==> config.mk <==
export PLATFORM = sky130hd
export DESIGN_NAME = fetch_sequencer
export DESIGN_NICKNAME = d
export VERILOG_FILES = /design/src/rtl/fetch_sequencer.sv
export SDC_FILE = /design/constraint.sdc
export NUM_CORES = 1
export LEC_CHECK = 0
export BUFFER_PORTS_ARGS = -buffer_cell sky130_fd_sc_hd__buf_2
export CORE_UTILIZATION = 55
export DETAILED_ROUTE_END_ITERATION = 10
export HOLD_SLACK_MARGIN = 0.05
export PLACE_DENSITY = 0.87
export SLEW_MARGIN = 0
export SYNTH_ARGS = -nofsm -noshare
export SYNTH_HDL_FRONTEND = slang
export SYNTH_SLANG_ARGS = --single-unit
==> constraint.sdc <==
create_clock -name clk -period 17.2 [get_ports clk]
set_input_delay 1.72 -clock clk [delete_from_list [all_inputs] [get_ports clk]]
set_output_delay 1.72 -clock clk [all_outputs]
set_load 0.02 [all_outputs]
==> src/rtl/fetch_sequencer.sv <==
// Instruction fetch sequencer: owns the PC, issues word fetches over a req/ready
// handshake and holds each returned word in the IF/ID slot for decode.
module fetch_sequencer #(
    parameter logic [63:0] RESET_PC   = 64'h0,
    parameter int          IMEM_WORDS = 32
) (
    input  logic        clk,
    input  logic        reset,
    input  logic        PCSrc,
    input  logic [63:0] branchAddr,
    output logic        imem_req,
    output logic [63:0] imem_addr,
    input  logic        imem_ready,
    input  logic [31:0] imem_rdata,
    output logic        if_valid,
    input  logic        id_ready,
    output logic [31:0] if_instr,
    output logic [63:0] if_pc,
    output logic [63:0] PC,
    output logic        halted,
    output logic        misaligned,
    output logic [31:0] fetch_count
);

    localparam logic [63:0] REGION_END = RESET_PC + (64'(IMEM_WORDS) * 64'd4);

    typedef enum logic [1:0] {
        IDLE,
        REQ,
        HALT
    } state_t;

    state_t      state_q, state_d;
    logic [63:0] pc_q, pc_d;
    logic        if_valid_q, if_valid_d;
    logic [31:0] if_instr_q, if_instr_d;
    logic [63:0] if_pc_q, if_pc_d;
    logic        misaligned_q, misaligned_d;
    logic [31:0] fetch_count_q, fetch_count_d;

    logic        req_c;
    logic        slot_free;
    logic        fetch_fire;
    logic        consume;
    logic [63:0] pc_plus4;

    always_comb begin
        state_d       = state_q;
        pc_d          = pc_q;
        if_valid_d    = if_valid_q;
        if_instr_d    = if_instr_q;
        if_pc_d       = if_pc_q;
        misaligned_d  = misaligned_q;
        fetch_count_d = fetch_count_q;
        req_c         = 1'b0;

        consume    = if_valid_q && id_ready;
        slot_free  = !if_valid_q || id_ready;
        pc_plus4   = pc_q + 64'd4;

        case (state_q)
            IDLE:    state_d = REQ;
            REQ:     req_c   = slot_free;
            HALT:    req_c   = 1'b0;
            default: state_d = IDLE;
        endcase

        fetch_fire = req_c && imem_ready;

        // Delivery is counted before any flush, so a word taken in a redirect cycle still counts
        if (consume) begin
            fetch_count_d = fetch_count_q + 32'd1;
        end

        if (PCSrc) begin
            pc_d       = branchAddr;
            if_valid_d = 1'b0;
            if (branchAddr[1:0] == 2'b00) begin
                state_d      = REQ;
                misaligned_d = 1'b0;
            end else begin
                state_d      = HALT;
                misaligned_d = 1'b1;
            end
        end else if (fetch_fire) begin
            if_instr_d = imem_rdata;
            if_pc_d    = pc_q;
            if_valid_d = 1'b1;
            pc_d       = pc_plus4;
            if (pc_plus4 >= REGION_END) begin
                state_d = HALT;
            end
        end else if (consume) begin
            if_valid_d = 1'b0;
        end
    end

    always_ff @(posedge clk or posedge reset) begin
        if (reset) begin
            state_q       <= IDLE;
            pc_q          <= RESET_PC;
            if_valid_q    <= 1'b0;
            if_instr_q    <= 32'd0;
            if_pc_q       <= 64'd0;
            misaligned_q  <= 1'b0;
            fetch_count_q <= 32'd0;
        end else begin
            state_q       <= state_d;
            pc_q          <= pc_d;
            if_valid_q    <= if_valid_d;
            if_instr_q    <= if_instr_d;
            if_pc_q       <= if_pc_d;
            misaligned_q  <= misaligned_d;
            fetch_count_q <= fetch_count_d;
        end
    end

    assign imem_req    = req_c;
    assign imem_addr   = pc_q;
    assign PC          = pc_q;
    assign if_valid    = if_valid_q;
    assign if_instr    = if_instr_q;
    assign if_pc       = if_pc_q;
    assign halted      = (state_q == HALT);
    assign misaligned  = misaligned_q;
    assign fetch_count = fetch_count_q;

endmodule
==> reports/results.txt, run 1 <==
Outcome - finished clean
Final WS setup - 12700 ps
Power per Cell Area - 117 nW/um^2
Die Span Y - 139 um
Yosys warning count - 0
Port bufs - 360
Synthesized cell area - 10400 um^2
Initial Util - 57.0%
WL final - 28400 um
Max VDD drop - 0.0905 mV
Setup bufs post-CTS - 0
Final routed DRC violation total - 0
Global-route wire length before repair - 44900 um
Async set-reset flop share out of synthesis - 100%
Clk_skew - 14.3 ps
Post-synthesis sequential area ratio - 47.2%
Worst setup path class - input port to flip-flop
Period utilization - 26.2%
Via/cell ratio - 5.76
Setup crit end kind - flip-flop
Fin. Hold Viols - 0
# hold bufs at CTS - 0
Worst rel slew slack - 32.2%
Distinct cells, synth - 59
Final net count - 1370
Syn_area_per_cell - 10.2 um^2
MaxCap Viol Count - 0
Cell count after synthesis - 1015
Clock-pin slew on the worst setup and hold paths - 80 ps
Post-layout minimum cycle time - 4500 ps
R2R Setup Slk - 13560 ps
Crit-path max FO - 64
Pwr Total - 1440 uW
Most frequent cells in the layout - buf_2 (359), dfrtp_1 (196), nand2_1 (114)
GPL Wtd Cong - 0.943
Post-DRT Antenna Nets - 0
Required time worst endpoint - 17530 ps
Fill count - 1396
Setup TNS - 0 ps
CTS Sinks - 196
Post-synth EDFFs - 0
GRT overflow - 0
Later-pin clock latency in the skew report - 440 ps
IO Pins - 361
Initial antenna violation count - 5
Drt first pass iters - 5
CTS tree - yes
First DRT Iteration DRCs - 585
Vias in the first global route - 8204
Final slew viol count - 0
Worst slack, placed - 12260 ps
Clock root buffer - clkbuf_16
Die extent in x - 139 um
RSZ-0062 raised after global routing - no
Share of cells above drive strength 1 - 40.7%
DP HPWL - 20800 um
Total die area - 19400 um^2
Leakage - 0.00589 uW
Post-Layout Cell Count - 1513
Syn nets - 1118
Longest Clk Path Bufs - 2
Class of the most critical hold timing path - flip-flop to flip-flop
Largest net degree at the start of global routing - 136
CTS Buf Count - 17
Placed Cells - 1477
Overall Global Routing Usage - 29.5%
Synth Flop Type - dfrtp_1
Num rows - 49
Routed wire per std cell - 18.8 um
Worst-Margin Slew - 1010 ps
Cts repair resizes - 0
Via count - 8717
Final setup vio count - 0
Area grow syn2layout - 18.8%
CP arrival - 4830 ps
Most common cell after layout, fill and taps aside - buf_2
Startpoint types - input port
Core area - 18200 um^2
Register bit total from synthesis - 196
H-tree levels - 4
Max Freq - 0.222 GHz
[layer usage]
| metal | wire length (um) | GRT usage (%) |
|---|---|---|
| met1 | 11500 | 37.5 |
| met2 | 14000 | 49.1 |
| met3 | 2140 | 6.71 |
| met4 | 726 | 11.4 |
| met5 | 13 | 0 |
[state kept, by name, indices dropped and copies added, names as in the netlist]
name and cells:
misaligned 1, if_instr 32, fetch_count 32, if_pc 64, if_valid 1, PC 64, state_q 2
[synthesized netlist by cell type (3+ instances only)]
master	n	area (um^2)
xor2_1	48	420
a21oi_1	10	50.1
buf_2	20	100
or2_2	3	18.8
nor3_1	25	125
o21ai_0	67	335
and4_1	12	105
nor2_1	49	184
nor3b_1	3	22.5
nand3_1	51	255
and3_1	24	150
buf_4	66	495
nor4_1	10	62.6
mux2_2	104	1170
mux2i_1	3	30.0
nand4_1	35	219
nand2_1	114	428
clkbuf_1	42	158
inv_1	9	33.8
and2_1	9	56.3
dfrtp_1	196	4900
xnor2_1	66	578
[per-stage QoR]
stage          utilization (%)  cell area, um^2  hold slack [ps]
2_1_floorplan                -            10400              558
3_3_place_gp              64.5            11700              461
3_5_place_dp              64.5            11700              476
4_1_cts                   67.7            12300              493
5_1_grt                   67.7            12300              511
6_report                  67.8            12300              488
[final timing paths]
kind,cells past startpoint,from,to
min in group asynchronous,2,reset,if_instr[1]$_DFFE_PP0P_
hold reg to reg,2,misaligned$_DFFE_PP0P_,misaligned$_DFFE_PP0P_
hold / removal,2,misaligned$_DFFE_PP0P_,misaligned$_DFFE_PP0P_
setup / recovery,7,id_ready,if_pc[53]$_DFFE_PP0P_
max in group asynchronous,3,reset,PC[39]$_DFFE_PP0P_
setup reg to reg,6,if_valid$_DFFE_PP0P_,if_pc[53]$_DFFE_PP0P_
[power by group]
| group | switching (uW) | leakage [uW] | internal [uW] |
|---|---|---|---|
| registers | 83.0 | 0.00246 | 554 |
| clock network | 198 | 0.000284 | 195 |
| logic | 248 | 0.00314 | 163 |
| total | 530 | 0.00589 | 912 |
[critical path: stages]
cell and delay (ps):
buf_2 90, nor2b_1 50, nor3b_1 290, nand2_1 450, nor2_4 920, buf_4 760, mux2_2 440
[cell type report]
type / count / area [um^2] / share of cell area (%)
Timing Repair Buffer: 364 / 1830 / 14.9
Clock inverter: 15 / 156 / 1.27
Clock buffer: 17 / 425 / 3.45
Tap cell: 229 / 287 / 2.32
Sequential cell: 196 / 4900 / 39.8
Multi-Input combinational cell: 679 / 4680 / 37.9
Antenna cell: 4 / 10.0 / 0.0811
Inverter: 9 / 41.3 / 0.335
[logic make-up (layout without fill, tap and decap cells)]
logic type,count (synthesis),in the layout,synth area share [%]
mux,107,107,11.6
other cells,0,4,0
fa+ha+maj,2,2,0.241
flops,196,196,47.2
xor+xnor,115,115,9.77
buf+inv,140,405,7.77
compound gates,99,99,5.51
simple gates,356,356,17.9
(Power assumes the default switching activity.)
==> run 2: changes to the inputs <==
- CORE_UTILIZATION: 55 -> 51
- PLACE_DENSITY: 0.87 -> 0.81
- clock period: 17.2 -> 4.3 ns (I/O delays scaled with it)
==> run 2 against run 1 <==
Compared with the run above:
- first-iteration DRC count up 3.6%
- design area is 1.1% higher
- clock skew increased by 8.1 ps
- sequential share of layout area shrank 0.42 points
- via count down 1.9%
- power rose to 4.0 times the previous value
- non-clock buffer count increased by 5
- count of clock-buffer cells in the layout is the same
- die area is 7.7% higher
- cell count increased by 2.6%
- core utilization is 4.5 points lower
==> reports/results.txt, run 2 (synthesized netlist as in run 1, its figures left out) <==
MaxCap Viol Count - 0
IO Pins - 361
Power per Cell Area - 468 nW/um^2
WL final - 29100 um
Share of cells above drive strength 1 - 40.9%
Drt first pass iters - 5
Max Freq - 0.296 GHz
Final routed DRC violation total - 0
CP top delay family - simple AND/OR/NAND/NOR gates
Vias in the first global route - 8196
Die Span Y - 145 um
Via/cell ratio - 5.50
DP Area - 11800 um^2
Area grow syn2layout - 20.1%
Layout Utilization - 63.2%
Clock root buffer - clkbuf_16
Startpoint types - flip-flop
Routed wire per std cell - 18.7 um
Final setup vio count - 0
Crit-path max FO - 8
Final non-filler cell area - 12500 um^2
Hold_sp - branchAddr[56]
Num rows - 51
RSZ-0062 raised after global routing - no
Crit path largest cell delay - 530 ps
DP HPWL - 21600 um
CTS Buf Count - 17
Most frequent cells in the layout - buf_2 (359), dfrtp_1 (196), nand2_1 (114)
Post-DRT Antenna Nets - 0
Required time worst endpoint - 4600 ps
Pwr Total - 5840 uW
Total die area - 20900 um^2
Setup crit end kind - flip-flop
Critical path cell sequence - nand3_1 > nor2_1 > mux2_2 > nor4_1 > o22ai_1 > nor4_1 > nand4_1 > o41ai_2 > a21oi_1
Initial Util - 52.7%
First DRT Iteration DRCs - 606
Reg2reg start - PC[4]$_DFFE_PP0P_
CP arrival - 3670 ps
Largest net degree at the start of global routing - 77
Period utilization - 78.5%
Global-route wire length before repair - 45000 um
H-tree levels - 4
Longest Clk Path Bufs - 2
Final net count - 1375
Fin. Hold Viols - 0
Critical path buffer and inverter count - 0
Most frequent CP cell - nor4_1
Outcome - finished clean
Later-pin clock latency in the skew report - 450 ps
CTS Sinks - 196
GPL Wtd Cong - 0.949
Die extent in x - 145 um
Worst-Margin Slew - 954 ps
Worst rel slew slack - 36.4%
Leakage - 0.00593 uW
GRT overflow - 0
Post-layout minimum cycle time - 3370 ps
Critical path's slowest cell - nor4_1
Final WS setup - 926 ps
Max VDD drop - 0.298 mV
Overall Global Routing Usage - 28.2%
Setup TNS - 0 ps
Final slew viol count - 0
Most common cell after layout, fill and taps aside - buf_2
Port bufs - 360
Class of the most critical hold timing path - input port to flip-flop
Initial antenna violation count - 3
Critical path origin - PC[4]$_DFFE_PP0P_
Worst setup path class - flip-flop to flip-flop
Via count - 8548
Clock-pin slew on the worst setup and hold paths - 80 ps
Clk_skew - 22.4 ps
Core area - 19700 um^2
Worst slack, placed - 1040 ps
CTS tree - yes
run 2: changes by cell type in the layout (fill, tap and decap cells not counted):
cell | previous run | this run
buf_4 | 5 | 8
clkinv_8 | 2 | 6
inv_8 | 4 | 3
inv_6 | 5 | 3
inv_12 | 1 | 2
buf_12 | 0 | 1
diode_2 | 4 | 3
dlygate4sd3_1 | 0 | 1
clkinv_4 | 2 | 0
run 2: stage by stage:
stage                     instances  hold WS [ps]
after floorplan                1015           551
after global placement         1517           337
after detailed placement       1517           338
after CTS                      1550           176
after global routing           1552           194
final                          1553           184
run 2: final timing paths:
path                                               end  slack (ps)  cells after the start
max                               state_q[1]$_DFF_PP0_         930                      9
min                                 PC[56]$_DFFE_PP0P_         180                      3
max reg2reg                       state_q[1]$_DFF_PP0_         930                      9
min reg2reg                fetch_count[31]$_DFFE_PP0P_         480                      1
max in group asynchronous           PC[29]$_DFFE_PP0P_        2710                      4
min in group asynchronous      if_instr[0]$_DFFE_PP0P_         410                      3
run 2: worst min-delay path: stages:
cell and delay (ps):
buf_2 70, nand2_1 40, o21ai_0 50
run 2: power by group:
group          total [uW]  leakage, uW  internal, uW  switching (uW)
logic                1650      0.00316           656             989
registers            2540      0.00246          2220             319
clock network        1660     0.000301           803             853
total                5840      0.00593          3670            2160
run 2: final cells by class:
type / instances / area [um^2]
Inverter: 9 / 37.5
Clock inverter: 15 / 195
Multi-Input combinational cell: 679 / 4680
Clock buffer: 17 / 425
Timing Repair Buffer: 369 / 1890
Tap cell: 265 / 332
Fill cell: 1632 / 7250
Antenna cell: 3 / 7.51
Sequential cell: 196 / 4900
run 2: layer usage:
metal  global-route usage (%)  part of all wire, %
met4                     8.81                  1.9
met5                        0                0.045
met2                     47.4                   49
met1                     36.4                   42
met3                     6.05                  6.8
run 2: repair_timing:
item                                   CTS  global route
endpoints found under the hold margin    4             0
hold buffers                             1             0
gates resized for setup                  0             0
setup buffers                            0             0
